==> config.mk <==
export PLATFORM = sky130hd
export DESIGN_NAME = shift_rows_pipe
export DESIGN_NICKNAME = d
export VERILOG_FILES = /design/src/rtl/aes_pkg.sv /design/src/rtl/shift_rows_comb.sv /design/src/rtl/shift_rows_pipe.sv
export SDC_FILE = /design/constraint.sdc
export NUM_CORES = 1
export LEC_CHECK = 0
export CAP_MARGIN = 30
export CELL_PAD_IN_SITES_DETAIL_PLACEMENT = 2
export CELL_PAD_IN_SITES_GLOBAL_PLACEMENT = 2
export CORE_MARGIN = 2
export CORE_UTILIZATION = 39
export DETAILED_ROUTE_END_ITERATION = 6
export PLACE_DENSITY = 0.82
export REMOVE_ABC_BUFFERS = 1
export SLEW_MARGIN = 0
export SYNTH_ARGS = -nofsm -noshare
export SYNTH_HDL_FRONTEND = slang
export SYNTH_HIERARCHICAL = 1
export SYNTH_SLANG_ARGS = --single-unit
==> constraint.sdc <==
create_clock -name clock -period 19.05 [get_ports clock]
set_input_delay 3.81 -clock clock [delete_from_list [all_inputs] [get_ports clock]]
set_output_delay 3.81 -clock clock [all_outputs]
set_load 0.1 [all_outputs]
==> src/rtl/aes_pkg.sv <==
// Shared helpers for the Rijndael row-shift stage: row offsets and legal column counts.
package aes_pkg;

  // Rijndael row offsets: {0,1,2,3} for Nb = 4 or 6, and {0,1,3,4} for Nb = 8.
  function automatic int unsigned shift_off(int unsigned nb, int unsigned r);
    if (nb == 8 && r >= 2) return r + 1;
    return r;
  endfunction

  function automatic bit nb_legal(int unsigned nb);
    return (nb == 4) || (nb == 6) || (nb == 8);
  endfunction

endpackage

==> src/rtl/shift_rows_comb.sv <==
// Combinational ShiftRows / InvShiftRows over a row-major Nb-column state.
module shift_rows_comb
  import aes_pkg::*;
#(
  parameter int unsigned NB = 4,
  localparam int unsigned W = 32 * NB
) (
  input  logic [W-1:0] in_data,
  input  logic         inv,
  output logic [W-1:0] out_data
);

  for (genvar r = 0; r < 4; r++) begin : g_row
    localparam int unsigned Off = shift_off(NB, r);
    for (genvar c = 0; c < NB; c++) begin : g_col
      localparam int unsigned FwdSrc = (c + Off) % NB;
      localparam int unsigned InvSrc = (c + NB - Off) % NB;
      assign out_data[W-1-8*(r*NB+c) -: 8] = inv ? in_data[W-1-8*(r*NB+InvSrc) -: 8]
                                                 : in_data[W-1-8*(r*NB+FwdSrc) -: 8];
    end
  end

endmodule

==> src/rtl/shift_rows_pipe.sv <==
// ShiftRows pipeline stage: transform at accept, then a 2-entry in-order skid buffer
// with a registered in_ready so upstream timing never sees out_ready.
module shift_rows_pipe
  import aes_pkg::*;
#(
  parameter int unsigned NB    = 4,
  parameter int unsigned TAG_W = 4,
  localparam int unsigned W    = 32 * NB
) (
  input  logic             clock,
  input  logic             reset,
  input  logic             in_valid,
  output logic             in_ready,
  input  logic             in_inv,
  input  logic [W-1:0]     in_data,
  input  logic [TAG_W-1:0] in_tag,
  output logic             out_valid,
  input  logic             out_ready,
  output logic [W-1:0]     out_data,
  output logic [TAG_W-1:0] out_tag
);

  localparam bit NbOk = nb_legal(NB);
  if (!NbOk) begin : g_nb_check
    $error("shift_rows_pipe: NB must be 4, 6 or 8");
  end

  logic [W-1:0]     shifted;
  logic [W-1:0]     data_q [2];
  logic [TAG_W-1:0] tag_q  [2];
  logic             wr_ptr_q, rd_ptr_q;
  logic [1:0]       count_q, count_d;
  logic             ready_q;
  logic             push, pop;

  shift_rows_comb #(.NB(NB)) u_shift (
    .in_data  (in_data),
    .inv      (in_inv),
    .out_data (shifted)
  );

  assign push = in_valid && ready_q;
  assign pop  = (count_q != 2'd0) && out_ready;

  always_comb begin
    count_d = count_q;
    case ({push, pop})
      2'b10:   count_d = count_q + 2'd1;
      2'b01:   count_d = count_q - 2'd1;
      default: count_d = count_q;
    endcase
  end

  always_ff @(posedge clock or posedge reset) begin
    if (reset) begin
      data_q[0] <= '0;
      data_q[1] <= '0;
      tag_q[0]  <= '0;
      tag_q[1]  <= '0;
      wr_ptr_q  <= 1'b0;
      rd_ptr_q  <= 1'b0;
      count_q   <= 2'd0;
      ready_q   <= 1'b0;
    end else begin
      if (push) begin
        data_q[wr_ptr_q] <= shifted;
        tag_q[wr_ptr_q]  <= in_tag;
        wr_ptr_q         <= ~wr_ptr_q;
      end
      if (pop) rd_ptr_q <= ~rd_ptr_q;
      count_q <= count_d;
      // Registered from next occupancy, so it never follows out_ready in the same cycle.
      ready_q <= (count_d < 2'd2);
    end
  end

  assign in_ready  = ready_q;
  assign out_valid = (count_q != 2'd0);
  assign out_data  = data_q[rd_ptr_q];
  assign out_tag   = tag_q[rd_ptr_q];

endmodule

==> results of run 1 <==
==> placed cells by master, fill, tap and decap left out <==
cell / count
mux2_2: 331
xnor2_1: 3
nand2_1: 3
and2_1: 1
nor2_1: 1
xor2_1: 2
clkbuf_8: 6
nand3_4: 1
diode_2: 2
dfrtp_1: 268
mux2_4: 129
buf_16: 7
inv_8: 1
ha_1: 1
clkinv_2: 6
clkdlybuf4s50_1: 269
dfrtp_4: 1
buf_4: 11
clkbuf_16: 31
or2_2: 1
clkbuf_1: 10
inv_6: 1
or2_4: 1
==> metrics by stage <==
step | area, um2 | cells | hold WS [ps] | setup WS [ps]
3_5_place_dp | 16000 | 1476 | 491 | 11620
2_1_floorplan | 12500 | 744 | 461 | 7830
4_1_cts | 16900 | 1530 | 504 | 11030
3_3_place_gp | 15900 | 1472 | 480 | 11680
6_report | 17000 | 1535 | 501 | 11120
5_1_grt | 17000 | 1534 | 512 | 10910
==> layer usage <==
metal  global-route usage  up-vias
li1                     -     3386
met1                0.242     3987
met2                0.331      200
met3               0.0437       53
met4               0.0454        0
met5                    0        -
==> critical path, stage by stage, from the launching register on <==
cell and delay (ps):
dfrtp_4 660, buf_4 760, buf_4 670, mux2_2 280, clkdlybuf4s50_1 1150
==> flip-flops by register name, summed over array words and instances, names as in the netlist, named ones only <==
| register | cells |
|---|---|
| data_q | 256 |
| wr_ptr_q | 1 |
| in_ready | 1 |
| tag_q | 8 |
| count_q | 1 |
| rd_ptr_q | 1 |
==> area by class of cell <==
class | instances | area (um2) | area share
antenna | 2 | 5.00 | 0.000295
clock buffer | 47 | 896 | 0.0527
clock inverter | 7 | 38.8 | 0.00228
inverter | 1 | 11.3 | 0.000663
multi-input combinational | 474 | 5770 | 0.340
sequential | 269 | 6740 | 0.396
tap | 448 | 561 | 0.0330
timing repair buffer | 287 | 2970 | 0.175
==> how the worst min path moves through the flow <==
stage                start  slack, ps  cells past startpoint     endpoint
4_1_cts         data_q[72]        500                      1   data_q[72]
5_1_grt          data_q[7]        510                      1    data_q[7]
3_5_place_dp     data_q[8]        490                      1    data_q[8]
2_1_floorplan     wr_ptr_q        460                      2     wr_ptr_q
3_3_place_gp   data_q[105]        480                      1  data_q[105]
6_report        data_q[74]        500                      1   data_q[74]
==> cell families (layout without fill, tap and decap cells) <==
kind of cell / after synthesis / in the layout / share of synthesized area
and+or+nand+nor: 8 / 8 / 0.00290
adders and majority gates: 1 / 1 / 0.000936
buffers and inverters: 116 / 342 / 0.0651
DFF: 269 / 269 / 0.504
xor gates and xnor gates: 5 / 5 / 0.00328
other: 0 / 2 / 0
muxes: 460 / 460 / 0.424
==> flow_summary_export.csv, run 1 <==
group,metric,value,unit
status,status,"finished clean",
synthesis,ys_seq_area_frac,0.504,
worst_setup_path,crit_fanout,61,
global_route,antenna_found_initial,2,
floorplanning,die_h,189,um
synthesis,yosysWarnings,6,
clocking,post_cts_resized,0,
timing,period_needed,7930,ps
route,avgRoutedWirePerCell,22.4,um
timing,hold_viol_final,0,
floorplanning,placeableCoreArea,33600,um2
cells_and_area,fillers,3052,
synthesis,netlist_top_cells_count,"mux2_2 (331), dfrtp_1 (269), mux2_4 (129), buf_4 (64), buf_2 (23)",
synthesis,synthCells,859,
route,dr_wl_met3,2030,um
route,avgViaCountPerCell,4.97,
clocking,hold_buffers,0,
route,met2_length,17300,um
synthesis,yosys_most_used_dff,"dfrtp_1",
clocking,root_buffer,"clkbuf_16",
synthesis,postSynthAreaPerCell,15.6,um2
clocking,insertion_delay,550,ps
clocking,clkSinkCount,269,
route,top_layer,"met4",
timing,rsz0062_at_grt,"false",
timing,clock-skew-final,14.1,ps
timing,post-route-period-util,0.416,
min_path,hp-class,"register to register",
cells_and_area,utilization,0.505,
floorplanning,rows,67,
synthesis,synth_top_cell_area_share,0.504,
worst_setup_path,timing.rr.start,"in_ready",
floorplanning,fp.dieW,189,um
clocking,cts_tree,"done",
global_route,grt_pass1_wl,53400,um
worst_setup_path,r2r-end,"data_q[249]",
worst_setup_path,crit_start,"rd_ptr_q",
synthesis,synth-seq-cells,269,
clocking,clkSlewWorstSetupHoldPaths,60,ps
placed_design,post-dp-hpwl,23700,um
floorplanning,dieArea,35800,um2
placed_design,place_congestion,0.736,
route,drt_iter0_drc,213,
timing,max_freq,0.126,GHz
placed_design,io_buffers,270,
timing,finalMaxSlewViolations,0,
timing,worst_pin_slew,1050,ps
synthesis,syn_area,13400,um2
route,vias,7626,
timing,max-slew-margin-rel,0.300,
floorplanning,io_pins,271,
route,met1_length,14200,um
route,drt-total-wl,34300,um
global_route,grt.total_usage,0.191,
global_route,grt_max_degree,76,
synthesis,synth_top_area_cell,"dfrtp_1",
worst_setup_path,cp.required,15240,ps
synthesis,synth_area_leaders,"dfrtp_1 (50%), mux2_2 (28%), mux2_4 (14%)",
route,drt-pass1-iter-count,4,
cells_and_area,fin_nets,1202,
route,drc,0,
worst_setup_path,start_kind,"register",
floorplanning,start_util,0.397,
cells_and_area,layout-drive-gt1-share,0.486,
timing,tns,0,ps
cells_and_area,syn2layout_area_growth,27.2,%
worst_setup_path,end_kind,"output pin",
timing,finalSetupViolations,0,
worst_setup_path,arrival,4120,ps
worst_setup_path,reg2regPathDepth,4,
route,ant_nets,0,
worst_setup_path,reg2reg_slack,16290,ps
synthesis,synth_edf_count,0,
clocking,htree_levels,1,
synthesis,synth_cell_types,19,
clocking,clock_path_buffers,3,
worst_setup_path,cp-endpoint,"out_data[15]",
synthesis,synthMostInstantiatedCell,"mux2_2",
synthesis,async_flop_share,1.00,
global_route,grt_pass1_vias,8836,
flow_run,maxCapViolations,0,
clocking,cts_setup_buffers,0,
worst_setup_path,critPathKind,"register to output pin",
global_route,grt.overflow.total,0,
clocking,cts_buffers,31,
Power of run 1 is not shown: default switching activity piles up to over one toggle a cycle in this logic, so the estimate is an artifact.
==> inputs of run 2 (changes only) <==
--- a/config.mk
+++ b/config.mk
@@ -9,9 +9,9 @@
 export CELL_PAD_IN_SITES_DETAIL_PLACEMENT = 2
 export CELL_PAD_IN_SITES_GLOBAL_PLACEMENT = 2
 export CORE_MARGIN = 2
-export CORE_UTILIZATION = 39
+export CORE_UTILIZATION = 33
 export DETAILED_ROUTE_END_ITERATION = 6
-export PLACE_DENSITY = 0.82
+export PLACE_DENSITY = 0.74
 export REMOVE_ABC_BUFFERS = 1
 export SLEW_MARGIN = 0
 export SYNTH_ARGS = -nofsm -noshare
==> constraint.sdc (replaced) <==
create_clock -name clock -period 7.2 [get_ports clock]
set_input_delay 1.44 -clock clock [delete_from_list [all_inputs] [get_ports clock]]
set_output_delay 1.44 -clock clock [all_outputs]
set_load 0.1 [all_outputs]
==> run 2 against run 1 <==
Compared with the run above: cell area grew 2.6%; final cell count grew 5.5%; register-to-register slack worse by 11000 ps; clock skew grew 3.4 ps; die area rose by 18%; critical path depth decreased by 1; sequential share of layout area decreased by 0.99 points; clock-buffer cell count is 5 higher.
==> flow_summary_export.csv, run 2 (synthesis gave the netlist of run 1 again) <==
group,metric,value,unit
clocking,cts_buffers,34,
global_route,grt_pass1_vias,8886,
worst_setup_path,critPathKind,"register to output pin",
timing,worst_pin_slew,1050,ps
floorplanning,placeableCoreArea,39800,um2
min_path,hp-class,"register to register",
global_route,grt_pass1_wl,53000,um
placed_design,placedCellCount,1556,
route,vias,7634,
min_path,hold_depth,1,
clocking,clkSinkCount,269,
worst_setup_path,arrival,3540,ps
placed_design,io_buffers,270,
cells_and_area,regMostFlops,"data_q",
worst_setup_path,cp.required,5760,ps
clocking,root_buffer,"clkbuf_16",
timing,clock-skew-final,17.6,ps
route,drt_iter0_drc,204,
global_route,grt.overflow.total,0,
clocking,htree_levels,2,
timing,rsz0062_at_grt,"false",
worst_setup_path,reg2reg_slack,4970,ps
placed_design,place_congestion,0.710,
timing,max-slew-margin-rel,0.297,
floorplanning,start_util,0.335,
clocking,cts_setup_buffers,0,
min_path,hold_path_startpoint,"data_q[62]",
cells_and_area,reg.largest.list,"data_q: 256 flops, tag_q: 8 flops",
placed_design,post-dp-hpwl,22200,um
global_route,grt_max_degree,149,
cells_and_area,fin_nets,1209,
route,drt-pass1-iter-count,3,
floorplanning,fp.dieW,205,um
floorplanning,rows,73,
worst_setup_path,crit_fanout,80,
cells_and_area,final_common_cell,"mux2_2",
timing,post-route-period-util,0.692,
worst_setup_path,r2r-end,"data_q[7]",
cells_and_area,syn2layout_area_growth,30.4,%
timing,hold_viol_final,0,
timing,finalSetupViolations,0,
floorplanning,io_pins,271,
floorplanning,dieArea,42100,um2
status,status,"finished clean",
worst_setup_path,reg2regPathDepth,3,
route,drt-total-wl,34100,um
flow_run,maxCapViolations,0,
worst_setup_path,timing.rr.start,"wr_ptr_q",
cells_and_area,layout-drive-gt1-share,0.492,
clocking,hold_buffers,0,
clocking,post_cts_resized,0,
clocking,cts_tree,"done",
timing,max_freq,0.201,GHz
cells_and_area,fin_cells,1620,
route,avgRoutedWirePerCell,21.1,um
route,drc,0,
worst_setup_path,start_kind,"register",
min_path,hold_end,"data_q[62]",
cells_and_area,largest_reg_flops,256,
clocking,clock_path_buffers,3,
timing,finalMaxSlewViolations,0,
route,avgViaCountPerCell,4.71,
global_route,antenna_found_initial,2,
route,ant_nets,0,
clocking,insertion_delay,530,ps
timing,period_needed,4980,ps
worst_setup_path,end_kind,"output pin",
cells_and_area,final_cell_mix,"mux2_2 (331), clkdlybuf4s50_1 (269), dfrtp_1 (268), mux2_4 (129), clkbuf_16 (37)",
global_route,grt.total_usage,0.164,
clocking,clkSlewWorstSetupHoldPaths,60,ps
floorplanning,die_h,205,um
## run 2: cell count changes in the layout (fill, tap and decap cells not counted), sizes merged
cell	before	now
buf	18	22
clkbuf	47	52
clkinv	6	7
diode	2	1
inv	2	1
## run 2: critical path, stage by stage, from the launching register on
cell and delay, ps:
dfrtp_4 950, buf_12 390, mux2_2 270, clkdlybuf4s50_1 1180
## run 2: per-layer routing
metal	part of all wire	track usage	wire, um
met1	0.42	0.201	14500
met2	0.50	0.278	17000
met3	0.059	0.0469	2010
met4	0.020	0.0509	671
met5	0.00026	0	9
## run 2: area by class of cell
type	instances	area (um2)
well taps	525	657
multi-input cells	474	5770
fillers	3845	22400
diodes	1	2.50
inverters	1	11.3
clock buffers	52	1050
repair buffers	291	3160
flip-flops and latches	269	6740
clock inverters	7	35.0
## run 2: how the worst max path moves through the flow
stage / start / to / slack (ps) / cells after the start
6_report: rd_ptr_q / out_data[14] / 2220 / 3
5_1_grt: rd_ptr_q / out_data[12] / 2090 / 3
4_1_cts: rd_ptr_q / out_data[2] / 2150 / 3
3_5_place_dp: rd_ptr_q / out_data[20] / 2750 / 3
3_3_place_gp: rd_ptr_q / out_data[20] / 2770 / 3
2_1_floorplan: reset / async pin / -1650 / 1
## run 2: through the flow
step                 util  worst slack, ps  TNS (ps)  cell area [um2]  hold slack (ps)
finish              0.438             2220         0            17400              498
global route        0.437             2090         0            17400              514
CTS                 0.435             2150         0            17300              503
detailed placement  0.407             2750         0            16200              491
global placement    0.401             2770         0            16000              481
floorplan               -            -1650   -443940            12500              461
Power of run 2 is left out for the same reason.
==> inputs of run 3 (changes only) <==
--- a/config.mk
+++ b/config.mk
@@ -9,9 +9,9 @@
 export CELL_PAD_IN_SITES_DETAIL_PLACEMENT = 2
 export CELL_PAD_IN_SITES_GLOBAL_PLACEMENT = 2
 export CORE_MARGIN = 2
-export CORE_UTILIZATION = 33
+export CORE_UTILIZATION = 36
 export DETAILED_ROUTE_END_ITERATION = 6
-export PLACE_DENSITY = 0.74
+export PLACE_DENSITY = 0.77
 export REMOVE_ABC_BUFFERS = 1
 export SLEW_MARGIN = 0
 export SYNTH_ARGS = -nofsm -noshare
==> constraint.sdc (replaced) <==
create_clock -name clock -period 4.64 [get_ports clock]
set_input_delay 0.928 -clock clock [delete_from_list [all_inputs] [get_ports clock]]
set_output_delay 0.928 -clock clock [all_outputs]
set_load 0.1 [all_outputs]
==> run 3 against run 2 <==
Compared with the run above: non-clock buffer count is 3 lower; global-route usage is 1.1 points higher; wire length is 1.9% lower; sequential share of layout area is 0.44 points higher; final cell count is 3.6% lower; core utilization is 3.3 points higher; clock-buffer cell count is 3 higher; critical endpoint is now out_data[82]; highest routed layer is now met4.
==> flow_summary_export.csv, run 3 (synthesis gave the netlist of run 1 again) <==
group,metric,value,unit
status,status,"finished clean",
global_route,grt_max_degree,123,
clocking,clkSinkCount,269,
worst_setup_path,critPathKind,"register to output pin",
worst_setup_path,start_kind,"register",
placed_design,io_buffers,270,
cells_and_area,final_cell_mix,"mux2_2 (331), dfrtp_1 (268), clkdlybuf4s50_1 (266), mux2_4 (129), clkbuf_16 (37)",
placed_design,place_congestion,0.712,
timing,finalSetupViolations,0,
route,avgRoutedWirePerCell,21.4,um
route,drc,0,
flow_run,maxCapViolations,0,
timing,hold_viol_final,0,
global_route,grt.total_usage,0.175,
route,met2_length,16800,um
timing,period_needed,3960,ps
route,drt-pass1-iter-count,3,
route,top_layer,"met4",
timing,worst_slack,680,ps
cells_and_area,syn2layout_area_growth,28.9,%
clocking,cts_setup_buffers,0,
route,drt-total-wl,33500,um
clocking,clkSlewWorstSetupHoldPaths,50,ps
clocking,hold_buffers,0,
floorplanning,start_util,0.365,
cells_and_area,fin_nets,1206,
route,drt_iter0_drc,158,
floorplanning,io_pins,271,
timing,post-route-period-util,0.854,
route,dr_wl_met3,1770,um
timing,hold_ws,499,ps
floorplanning,die_h,197,um
global_route,antenna_found_initial,2,
floorplanning,placeableCoreArea,36600,um2
cells_and_area,regMostFlops,"data_q",
min_path,hp-class,"register to register",
clocking,cts_buffers,34,
route,met1_length,14200,um
clocking,htree_levels,2,
route,avgViaCountPerCell,4.86,
worst_setup_path,crit_chain,"buf_12, mux2_2, clkdlybuf4s50_1",
global_route,grt.overflow.total,0,
cells_and_area,final_common_cell,"mux2_2",
floorplanning,dieArea,38700,um2
route,ant_nets,0,
worst_setup_path,crit_fanout,61,
clocking,insertion_delay,500,ps
worst_setup_path,cp_slowest_cell,"clkdlybuf4s50_1",
placed_design,pre_cts_ws,1160,ps
timing,finalMaxSlewViolations,0,
worst_setup_path,cpPeakStageDelay,1150,ps
worst_setup_path,arrival,3030,ps
worst_setup_path,crit_family,"buffers and inverters",
floorplanning,rows,70,
route,vias,7588,
timing,rsz0062_at_grt,"false",
timing,clock-skew-final,13.6,ps
placed_design,post-dp-hpwl,22500,um
timing,worst_pin_slew,1050,ps
cells_and_area,layout-drive-gt1-share,0.493,
clocking,clock_path_buffers,3,
timing,tns,0,ps
worst_setup_path,cp.required,3710,ps
worst_setup_path,end_kind,"output pin",
clocking,post_cts_resized,0,
floorplanning,fp.dieW,197,um
timing,max_freq,0.253,GHz
cells_and_area,largest_reg_flops,256,
timing,max-slew-margin-rel,0.300,
global_route,grt_pass1_vias,8854,
cells_and_area,reg.largest.list,"data_q: 256 flops, tag_q: 8 flops",
worst_setup_path,cp_num_buf_inv,2,
clocking,cts_tree,"done",
global_route,grt_pass1_wl,52900,um
clocking,root_buffer,"clkbuf_16",
run 3: path summary, 6_finish.rpt:
| path | end | depth (start not counted) | startpoint | slack (ps) |
|---|---|---|---|---|
| max in group asynchronous | data_q[185] | 3 | reset | 2540 |
| max | out_data[82] | 3 | rd_ptr_q | 680 |
| min | tag_q[4] | 1 | tag_q[4] | 500 |
| max reg2reg | data_q[52] | 3 | wr_ptr_q | 2620 |
| min in group asynchronous | data_q[96] | 2 | reset | 1060 |
| min reg2reg | tag_q[4] | 1 | tag_q[4] | 500 |
run 3: worst register-to-register path, stage by stage (launching register included):
cell and delay, ps:
dfrtp_1 420, nand3_4 420, buf_4 590, mux2_2 470
run 3: routing by layer:
metal,up-vias,GRT usage
met5,-,0
met4,0,0.0432
met3,47,0.0424
met2,183,0.302
met1,3951,0.221
li1,3407,-
run 3: cell type report:
class                   count  area, um2
fillers                  3477      19400
multi-input cells         474       5770
clock inverters             5       50.0
clock buffers              55       1080
flip-flops and latches    269       6740
well taps                 468        586
inverters                   1       11.3
diodes                      1       2.50
repair buffers            288       2980
run 3: stage by stage:
| step | utilization | instance area (um2) | std cells |
|---|---|---|---|
| after floorplan | - | 12500 | 744 |
| after global placement | 0.436 | 16000 | 1495 |
| after detailed placement | 0.439 | 16100 | 1499 |
| after CTS | 0.470 | 17200 | 1559 |
| after global routing | 0.470 | 17200 | 1560 |
| final | 0.471 | 17200 | 1561 |
Power of run 3 is left out for the same reason.
